$ cat src/rtl/bcd_count_2digit.sv
`default_nettype none
// ============================================================================
// Module   : bcd_count_2digit
// Purpose  : Two-digit BCD up/down counter (00-99) with prescaler, clamped
//            parallel load and a one-cycle terminal-count pulse for cascading.
// Revision : 1.0 - initial release
// ============================================================================
module bcd_count_2digit #(
    parameter int TICK_DIV = 50000000,
    parameter int TICK_W   = 26
) (
    input  logic       clk,
    input  logic       resetn,
    input  logic       en,
    input  logic       up,
    input  logic       load,
    input  logic [7:0] load_val,
    output logic [3:0] ones,
    output logic [3:0] tens,
    output logic       tc
);

    localparam logic [TICK_W-1:0] c_tickMax = TICK_W'(TICK_DIV - 1);
    localparam logic [TICK_W-1:0] c_tickOne = TICK_W'(1);

    logic [TICK_W-1:0] r_tickCnt;
    logic              w_step;
    logic [3:0]        w_nextOnes;
    logic [3:0]        w_nextTens;
    logic              w_wrap;

    function automatic logic [3:0] clampDigit(input logic [3:0] d);
        return (d > 4'd9) ? 4'd9 : d;
    endfunction

    assign w_step = en && (r_tickCnt == c_tickMax);

    // Next digit pair for a step in the currently sampled direction.
    always_comb begin
        w_nextOnes = ones;
        w_nextTens = tens;
        w_wrap     = 1'b0;
        if (up) begin
            if (ones >= 4'd9) begin
                w_nextOnes = 4'd0;
                if (tens >= 4'd9) begin
                    w_nextTens = 4'd0;
                    w_wrap     = 1'b1;
                end else begin
                    w_nextTens = tens + 4'd1;
                end
            end else begin
                w_nextOnes = ones + 4'd1;
            end
        end else begin
            if (ones == 4'd0) begin
                w_nextOnes = 4'd9;
                if (tens == 4'd0) begin
                    w_nextTens = 4'd9;
                    w_wrap     = 1'b1;
                end else begin
                    w_nextTens = tens - 4'd1;
                end
            end else begin
                w_nextOnes = ones - 4'd1;
            end
        end
    end

    always_ff @(posedge clk) begin
        if (!resetn) begin
            r_tickCnt <= '0;
            ones      <= 4'd0;
            tens      <= 4'd0;
            tc        <= 1'b0;
        end else if (load) begin
            r_tickCnt <= '0;
            ones      <= clampDigit(load_val[3:0]);
            tens      <= clampDigit(load_val[7:4]);
            tc        <= 1'b0;
        end else if (w_step) begin
            r_tickCnt <= '0;
            ones      <= w_nextOnes;
            tens      <= w_nextTens;
            tc        <= w_wrap;
        end else begin
            // Prescaler phase is held while paused so the remaining time resumes.
            if (en) begin
                r_tickCnt <= r_tickCnt + c_tickOne;
            end
            tc <= 1'b0;
        end
    end

endmodule
`default_nettype wire

$ cat config.mk
export PLATFORM = sky130hd
export DESIGN_NAME = bcd_count_2digit
export DESIGN_NICKNAME = d
export VERILOG_FILES = /design/src/rtl/bcd_count_2digit.sv
export SDC_FILE = /design/constraint.sdc
export NUM_CORES = 1
export LEC_CHECK = 0
export ABC_CLOCK_PERIOD_IN_PS = 1920
export CORE_ASPECT_RATIO = 1.75
export CORE_UTILIZATION = 51
export DETAILED_ROUTE_END_ITERATION = 10
export GPL_ROUTABILITY_DRIVEN = 0
export GPL_TIMING_DRIVEN = 1
export PLACE_DENSITY = 0.76
export SLEW_MARGIN = 5
export SYNTH_ARGS = -nofsm -noshare
export SYNTH_HDL_FRONTEND = slang
export SYNTH_SLANG_ARGS = --single-unit
$ cat constraint.sdc
create_clock -name clk -period 1.92 [get_ports clk]
set_clock_uncertainty 0.15 [all_clocks]
set_input_delay 0.288 -clock clk [delete_from_list [all_inputs] [get_ports clk]]
set_output_delay 0.288 -clock clk [all_outputs]
set_load 0.05 [all_outputs]
# --- Word level (Yosys, flattened, before mapping) ---
# Cells that the tools add are included.
word_totals:
  elab_cells: 44
  inputBits: 13
  out_inout_bits: 9
  ff_bits: 35
op_classes:
  n_reduce_logical: 8
  bitwise: 2
  muxes: 19
  n_lt_le_gt_ge: 4
  addsub: 5
  eq_ne: 2
ops:
  columns: ["cell", "n"]
  rows:
  - ["$mux 4", 14]
  - ["$add 26x1->26 const B", 1]
  - ["$eq 26x26->1 const B", 1]
  - ["$add 4x1->4 const B", 2]
  - ["$ge 4x4->1 const B", 2]
  - ["$gt 4x4->1 const B", 2]
  - ["$logic_not 4->1", 2]
  - ["$sub 4x1->4 const B", 2]
  - ["$reduce_or 3->1", 2]
  - ["$mux 1", 5]
  - ["$ne 3x1->1 const B", 1]
  - ["$reduce_and 3->1", 1]
  - ["$reduce_bool 3->1", 1]
  - ["$not 1->1", 2]
  - ["$reduce_bool 2->1", 1]
  - ["$logic_and 1x1->1", 1]

# --- Longest topological paths before layout ---
# Gate-level depths: netlist (run 1).
depth:
  depth_word: 6
  mapped_depth: 8
  depth_no_buf: 7

# --- Least setup slack after synthesis (run 1) ---
# Ideal clock, no wire load.
synth_timing:
  kind: "reg2reg"
  from: "register ones[1]"
  to: "register tens[0]"
  t_arrival_ns: 2.003
  path_stages_with_launch: 8
  path_slack_ns: -0.305
  period_less_slack_ns: 2.225
  t_required_ns: 1.698
  setup_time_ns: 0.072
  path_buffers: 0
  path_cell_list: "dfxtp_1 -> inv_1 -> ha_1 -> or3b_2 -> nand3_1 -> nand2_1 -> nand2_1 -> mux2i_1"
synth_between:
  elab_chain_len: 3
  word_cells_on_any_way: 5
  classes_between: "1 x order compare; 1 x eq/ne; 3 x reduce/logical"
synth_lines:
  columns: ["item", "line", "rtl"]
  rows:
  - ["start: declaration", "18", "output logic [3:0] ones,"]
  - ["start signal: assignment", "78", "ones <= clampDigit(load_val[3:0]);"]
  - ["start signal: assignment", "83", "ones <= w_nextOnes;"]
  - ["$ge 4x4->1 or $logic_not 4->1 (tied branches)", "44, 56", null]
  - ["$ne 3x1->1 (no line) or $reduce_bool 3->1 (tied branches)", null, null]
  - ["$reduce_and 3->1 (no line) (*)", null, null]
  - ["end signal: assignment", "79", "tens <= clampDigit(load_val[7:4]);"]
  - ["end signal: assignment", "84", "tens <= w_nextTens;"]
  - ["end: declaration", "19", "output logic [3:0] tens,"]
# Every way passes the cells marked *; elsewhere a longest branch is shown, timed or not.
# A chain may end at the register's enable or synchronous reset.

# --- Worst setup path after layout (run 1) ---
layout_timing:
  from: "register r_tickCnt[8]"
  to: "register r_tickCnt[25]"
layout_between:
  elab_chain_len: 3
  word_cells_on_any_way: 4
  classes_between: "1 x add/sub; 1 x eq/ne; 2 x reduce/logical"
layout_lines:
  columns: ["item", "line", "rtl"]
  rows:
  - ["start: declaration", "26", "logic [TICK_W-1:0] r_tickCnt;"]
  - ["start signal: assignment", "89", "r_tickCnt <= r_tickCnt + c_tickOne;"]
  - ["parallel branches: the longest is 3 deep, another holds $add 26x1->26", null, null]
# Parallel ways; which one is timed is not known.

==> run_results.csv, run 1 <==
group,metric,value,unit
outcome,status,"finished, violations left",
outcome,violations,"negative setup slack",
clocking,clock-root-buffer,"clkbuf_8",
floorplan,coreArea,3940,um^2
synth,ys_warn_count,0,
place,place_inst,381,
synth,netlist_area,2140,um^2
global_route,overflow,0,
floorplan,num_rows,30,
synth,synth_enable_flop_cells,0,
worst_setup_path,r2r_slack,-0.07,ns
timing,rsz0062_at_grt,"true",
clocking,tritoncts,"built",
timing,period_needed,1.99,ns
worst_setup_path,cp-start-kind,"register",
timing,relSlewSlack,67.3,%
detailed_routing,drc,0,
cells_and_area,regArea,714,um^2
detailed_routing,wl,6750,um
global_route,grt_use_total,27.9,%
synth,synthTopCellsByArea,"dfxtp_1, xor2_1, ha_1",
worst_setup_path,r2r_cells,7,
cells_and_area,final_cells,396,
cells_and_area,syn_to_final_growth,45.1,%
synth,synth.distinct_cells,47,
clocking,cts.clk_slew.worst_paths,0.07,ns
synth,ys_seq_area_share,32.7,%
floorplan,ios,22,
power,power.density,557,nW/um^2
timing,final-setup-viol-count,3,
clocking,htreeDepth,2,
cells_and_area,layout-drive-gt1-share,35.1,%
detailed_routing,detail-route-antenna-nets,0,
clocking,insertion_delay,0.30,ns
power,ir_drop,0.836,mV
synth,synthArstFlopShare,0,%
global_route,grt_max_degree,11,
cells_and_area,fill_cells,259,
timing,worst_slack,-0.0743,ns
detailed_routing,routedWlPerCell,17.1,um
cells_and_area,multi_input_area,1450,um^2
floorplan,fp.dieH,87.7,um
synth,ys.flop_type,"dfxtp_1",
clocking,clk_path_buf_depth,2,
timing,slew_viol_final,0,
worst_setup_path,critPathKind,"reg2reg",
detailed_routing,num_vias,2287,
timing,max_freq,0.501,GHz
min_path,hold_depth,4,
clocking,cts_made_buffers,5,
synth,synth_cells,263,
synth,synth.most_common_cell,"dfxtp_1",
synth,synth_top_area_share,32.7,%
timing,max_slew.worst_pin.slew,0.488,ns
job,drv_cap,0,
global_route,grt_first_pass_wirelength,9340,um
floorplan,dieArea,4470,um^2
global_route,antenna_found_initial,0,
synth,synth-seq-cells,35,
min_path,hold_path.class,"in2reg",
detailed_routing,dr.first_iter.drc_count,83,
worst_setup_path,critPathCaptureType,"register",
place,post-place-ws,-0.432,ns
cells_and_area,final_net_count,369,
detailed_routing,dr.pass1.iters,4,
floorplan,dieWidth,51.0,um
global_route,grt_pass1_vias,2231,
clocking,cts_hold_buf,0,
power,p_leak,0.00133,uW
place,place_hpwl,4480,um
worst_setup_path,worst-path-max-fanout,7,
timing,fin_crit_sh,104,%
timing,hold_viol,0,
clocking,numClockSinks,35,
place,io_buffers,21,
cells_and_area,antenna_cells,0,
synth,post_synth.cell_area_avg,8.14,um^2
worst_setup_path,critPathArrivalTime,2.03,ns
floorplan,initial_core_util,54.3,%
synth,synth_top_area_cell,"dfxtp_1",
synth,mappedNetlistNets,285,
detailed_routing,routed_via_density,5.78,
synth,synth_commonest_cells,"dfxtp_1, nor2_1, nand2_1",
worst_setup_path,required,1.96,ns
[power breakdown]
group          switching (uW)  total [uW]  internal [uW]  leakage, uW
logic                     205         376            171     0.000993
clock network             270         597            327    0.0000515
registers                16.0         757            741     0.000288
[cells in the final DEF (no fill, tap or decap), drive strengths merged, types with 2 or more instances in the layout]
cell / synthesis / layout
buf: 5 / 76
dfxtp: 35 / 35
nor2: 32 / 32
nand2: 27 / 27
inv: 16 / 16
xor2: 14 / 14
o21ai: 14 / 14
nand3: 14 / 14
clkdlybuf4s50: 0 / 12
xnor2: 11 / 11
ha: 9 / 9
a21oi: 9 / 9
nand4: 8 / 8
clkbuf: 7 / 8
mux2i: 6 / 6
nor3: 6 / 6
nor4: 6 / 6
a311oi: 5 / 5
and3: 4 / 4
or3: 3 / 3
nor3b: 3 / 3
a31oi: 3 / 3
nor4b: 3 / 3
or2: 2 / 2
or3b: 2 / 2
o21bai: 2 / 2
nor2b: 2 / 2
o211ai: 2 / 2
o31ai: 2 / 2
[layout make-up]
class	instances	area share [%]
repair buffers	89	23.1
multi-input cells	200	46.8
inverters	16	1.93
flip-flops and latches	35	23.0
well taps	48	1.93
clock buffers	8	3.22
[logic make-up (layout without fill, tap and decap cells)]
kind of cell    Yosys count  after routing  share of synthesized area (%)
compound gates           45             45                           15.1
simple gates            115            115                           27.8
buf+inv                  28            113                           6.08
fa+ha+maj                 9              9                           5.26
xor+xnor                 25             25                           10.2
mux                       6              6                           2.81
flops                    35             35                           32.7
[metrics by stage]
stage | hold WS, ns | util, % | TNS [ns] | area (um^2) | power, uW
2_1_floorplan | 0.275 | - | 0 | 2150 | 972
3_3_place_gp | 0.357 | 70.7 | -10.42 | 2790 | 1110
3_5_place_dp | 0.396 | 70.7 | -12.10 | 2790 | 1110
4_1_cts | 0.416 | 73.7 | -0.0105 | 2910 | 1710
5_1_grt | 0.351 | 78.8 | -0.679 | 3110 | 1790
6_report | 0.332 | 78.8 | -0.0796 | 3110 | 1730
[path summary, 6_finish.rpt]
path                       from            end
hold / removal               en   r_tickCnt[0]
hold reg to reg   r_tickCnt[22]  r_tickCnt[22]
setup reg to reg   r_tickCnt[8]  r_tickCnt[25]
setup / recovery   r_tickCnt[8]  r_tickCnt[25]
[metal layers]
metal | wire length, um | track usage [%] | vias to the layer above
li1 | - | - | 1089
met1 | 2290 | 24.4 | 1072
met2 | 3750 | 56.9 | 89
met3 | 253 | 3.30 | 37
met4 | 462 | 16.7 | 0
met5 | 0 | 0 | -
[worst max-delay path, cell delays in order, from the launching register on]
cell,delay [ns]
dfxtp_2,0.36
nor4bb_4,0.28
nand4_1,0.21
buf_4,0.20
o311ai_4,0.21
buf_6,0.18
a311oi_2,0.06
a41o_1,0.22
[what timing repair did]
item                                    4_1_cts  5_1_grt
endpoints found under the setup margin       32       35
cloned                                        0        2
buffers inserted                              0        5
pin swaps                                     2        4
gates resized for setup                       5       36
[flip-flops by register name, indices dropped and copies added (netlist names)]
register,flops
ones,4
r_tickCnt,26
tc,1
tens,4
No activity file was read; power rests on OpenSTA's default activity.
==> inputs of run 2 (changes only) <==
--- a/config.mk
+++ b/config.mk
@@ -7,6 +7,7 @@
 export LEC_CHECK = 0
 export ABC_CLOCK_PERIOD_IN_PS = 1920
 export CORE_ASPECT_RATIO = 1.75
+export CORE_MARGIN = 5
 export CORE_UTILIZATION = 51
 export DETAILED_ROUTE_END_ITERATION = 10
 export GPL_ROUTABILITY_DRIVEN = 0
==> run 2 against run 1 <==
  * The run now ends clean
  * Global-route usage is 6.7 points lower
  * Combinational power decreased by 6.6%
  * Critical path depth stayed put
  * Design area is 4.6% lower
  * Sequential power increased by 0.5%
  * Register-to-register slack improved by 0.08 ns
  * Sequential share of layout area is 1.1 points higher
  * Fmax increased by 4.4%
  * Setup slack gained 0.083 ns
  * Clock power shrank 16%
  * Non-clock buffer count down 9
  * Count of clock-buffer cells in the layout down 1
==> run_results.csv, run 2 (synthesis results as in run 1) <==
group,metric,value,unit
clocking,numClockSinks,35,
worst_setup_path,critPathKind,"reg2reg",
floorplan,initial_core_util,52.1,%
cells_and_area,regArea,714,um^2
floorplan,num_rows,31,
timing,hold_ws,0.301,ns
global_route,grt_use_total,21.3,%
global_route,overflow,0,
timing,max_slew.worst_pin.slew,0.392,ns
worst_setup_path,critPathArrivalTime,1.94,ns
timing,slew_viol_final,0,
clocking,cts.clk_slew.worst_paths,0.06,ns
cells_and_area,syn_to_final_growth,38.5,%
clocking,insertion_delay,0.29,ns
clocking,cts_made_buffers,5,
timing,final-setup-viol-count,0,
cells_and_area,reg.largest.list,"r_tickCnt (26), ones (4), tens (4)",
cells_and_area,final_common_cell,"buf_4",
worst_setup_path,required,1.95,ns
detailed_routing,dr.pass1.iters,4,
clocking,tritoncts,"built",
cells_and_area,top_register,"r_tickCnt",
cells_and_area,layout-drive-gt1-share,32.4,%
cells_and_area,fill_cells,325,
detailed_routing,detail-route-antenna-nets,0,
clocking,clk_path_buf_depth,2,
detailed_routing,wl,5850,um
power,ir_drop,0.576,mV
global_route,grt_first_pass_wirelength,9230,um
clocking,clock-root-buffer,"clkbuf_8",
timing,setup_tns,0,ns
timing,rsz0062_at_grt,"true",
global_route,grt_max_degree,14,
cells_and_area,post-route-util,72.1,%
worst_setup_path,cp-start-kind,"register",
power,power.density,544,nW/um^2
global_route,antenna_found_initial,0,
detailed_routing,dr.first_iter.drc_count,108,
place,io_buffers,21,
min_path,hold_path.class,"in2reg",
worst_setup_path,critPathCaptureType,"register",
cells_and_area,fin_area,2960,um^2
cells_and_area,layout_common_cells,"buf_4, nor2_1, dfxtp_1",
cells_and_area,multi_input_area,1410,um^2
cells_and_area,final_net_count,360,
timing,fin_crit_sh,99.5,%
detailed_routing,num_vias,2222,
cells_and_area,antenna_cells,0,
timing,relSlewSlack,73.8,%
floorplan,fp.dieH,95.7,um
place,place_area,2730,um^2
detailed_routing,routedWlPerCell,15.1,um
outcome,status,"completed",
job,drv_cap,0,
place,place_inst,375,
floorplan,coreArea,4110,um^2
timing,hold_viol,0,
detailed_routing,drc,0,
cells_and_area,largest_reg_flops,26,
floorplan,ios,22,
power,p_leak,0.00125,uW
cells_and_area,final_cells,388,
detailed_routing,routed_via_density,5.73,
timing,max_freq,0.523,GHz
clocking,htreeDepth,2,
timing,period_needed,1.91,ns
place,place_hpwl,4430,um
floorplan,dieArea,5640,um^2
worst_setup_path,worst-path-max-fanout,4,
global_route,grt_pass1_vias,2281,
floorplan,dieWidth,59.0,um
-- run 2: layout make-up --
class	count	area share (%)
multi-input cells	200	47.4
flip-flops and latches	35	24.1
repair buffers	80	21.6
clock buffers	7	2.57
well taps	49	2.07
inverters	16	2.03
clock inverters	1	0.169
-- run 2: per-stage QoR --
step	worst slack, ns	total power (uW)
after global routing	-0.113	1690
after CTS	0.00411	1610
after floorplan	0.0147	972
final	0.00918	1610
after detailed placement	-0.422	1100
after global placement	-0.402	1100
-- run 2: path summary, 6_finish.rpt --
path / start / endpoint / slack [ns] / depth (start not counted)
setup reg to reg: r_tickCnt[24] / ones[1] / 0.009 / 7
setup / recovery: r_tickCnt[24] / ones[1] / 0.009 / 7
hold / removal: en / r_tickCnt[1] / 0.30 / 4
hold reg to reg: tens[3] / tens[3] / 0.37 / 2
-- run 2: where the power goes --
| group | switching, uW | internal, uW |
|---|---|---|
| Combinational | 193 | 158 |
| Clock | 247 | 254 |
| Sequential | 18.9 | 742 |
| Total | 459 | 1150 |
-- run 2: worst max-delay path, stage by stage, from the launching register on --
cell and delay (ns):
dfxtp_1 0.34, nor4b_1 0.33, nand4_1 0.13, buf_4 0.18
o31ai_4 0.24, buf_4 0.18, nor2_1 0.05, a311oi_2 0.22
-- run 2: what timing repair did --
action                                  CTS  global route
endpoints found under the setup margin   30            31
pin swaps                                 4            10
resized for setup                         6            23
hold buffers                              0             0
buffers inserted                          2             3
-- run 2: metal layers --
layer,vias up,wire length (um),global-route usage [%]
li1,1071,-,-
met1,1067,2130,18.0
met2,59,3280,41.8
met3,25,168,3.36
met4,0,274,15.7
met5,-,0,0
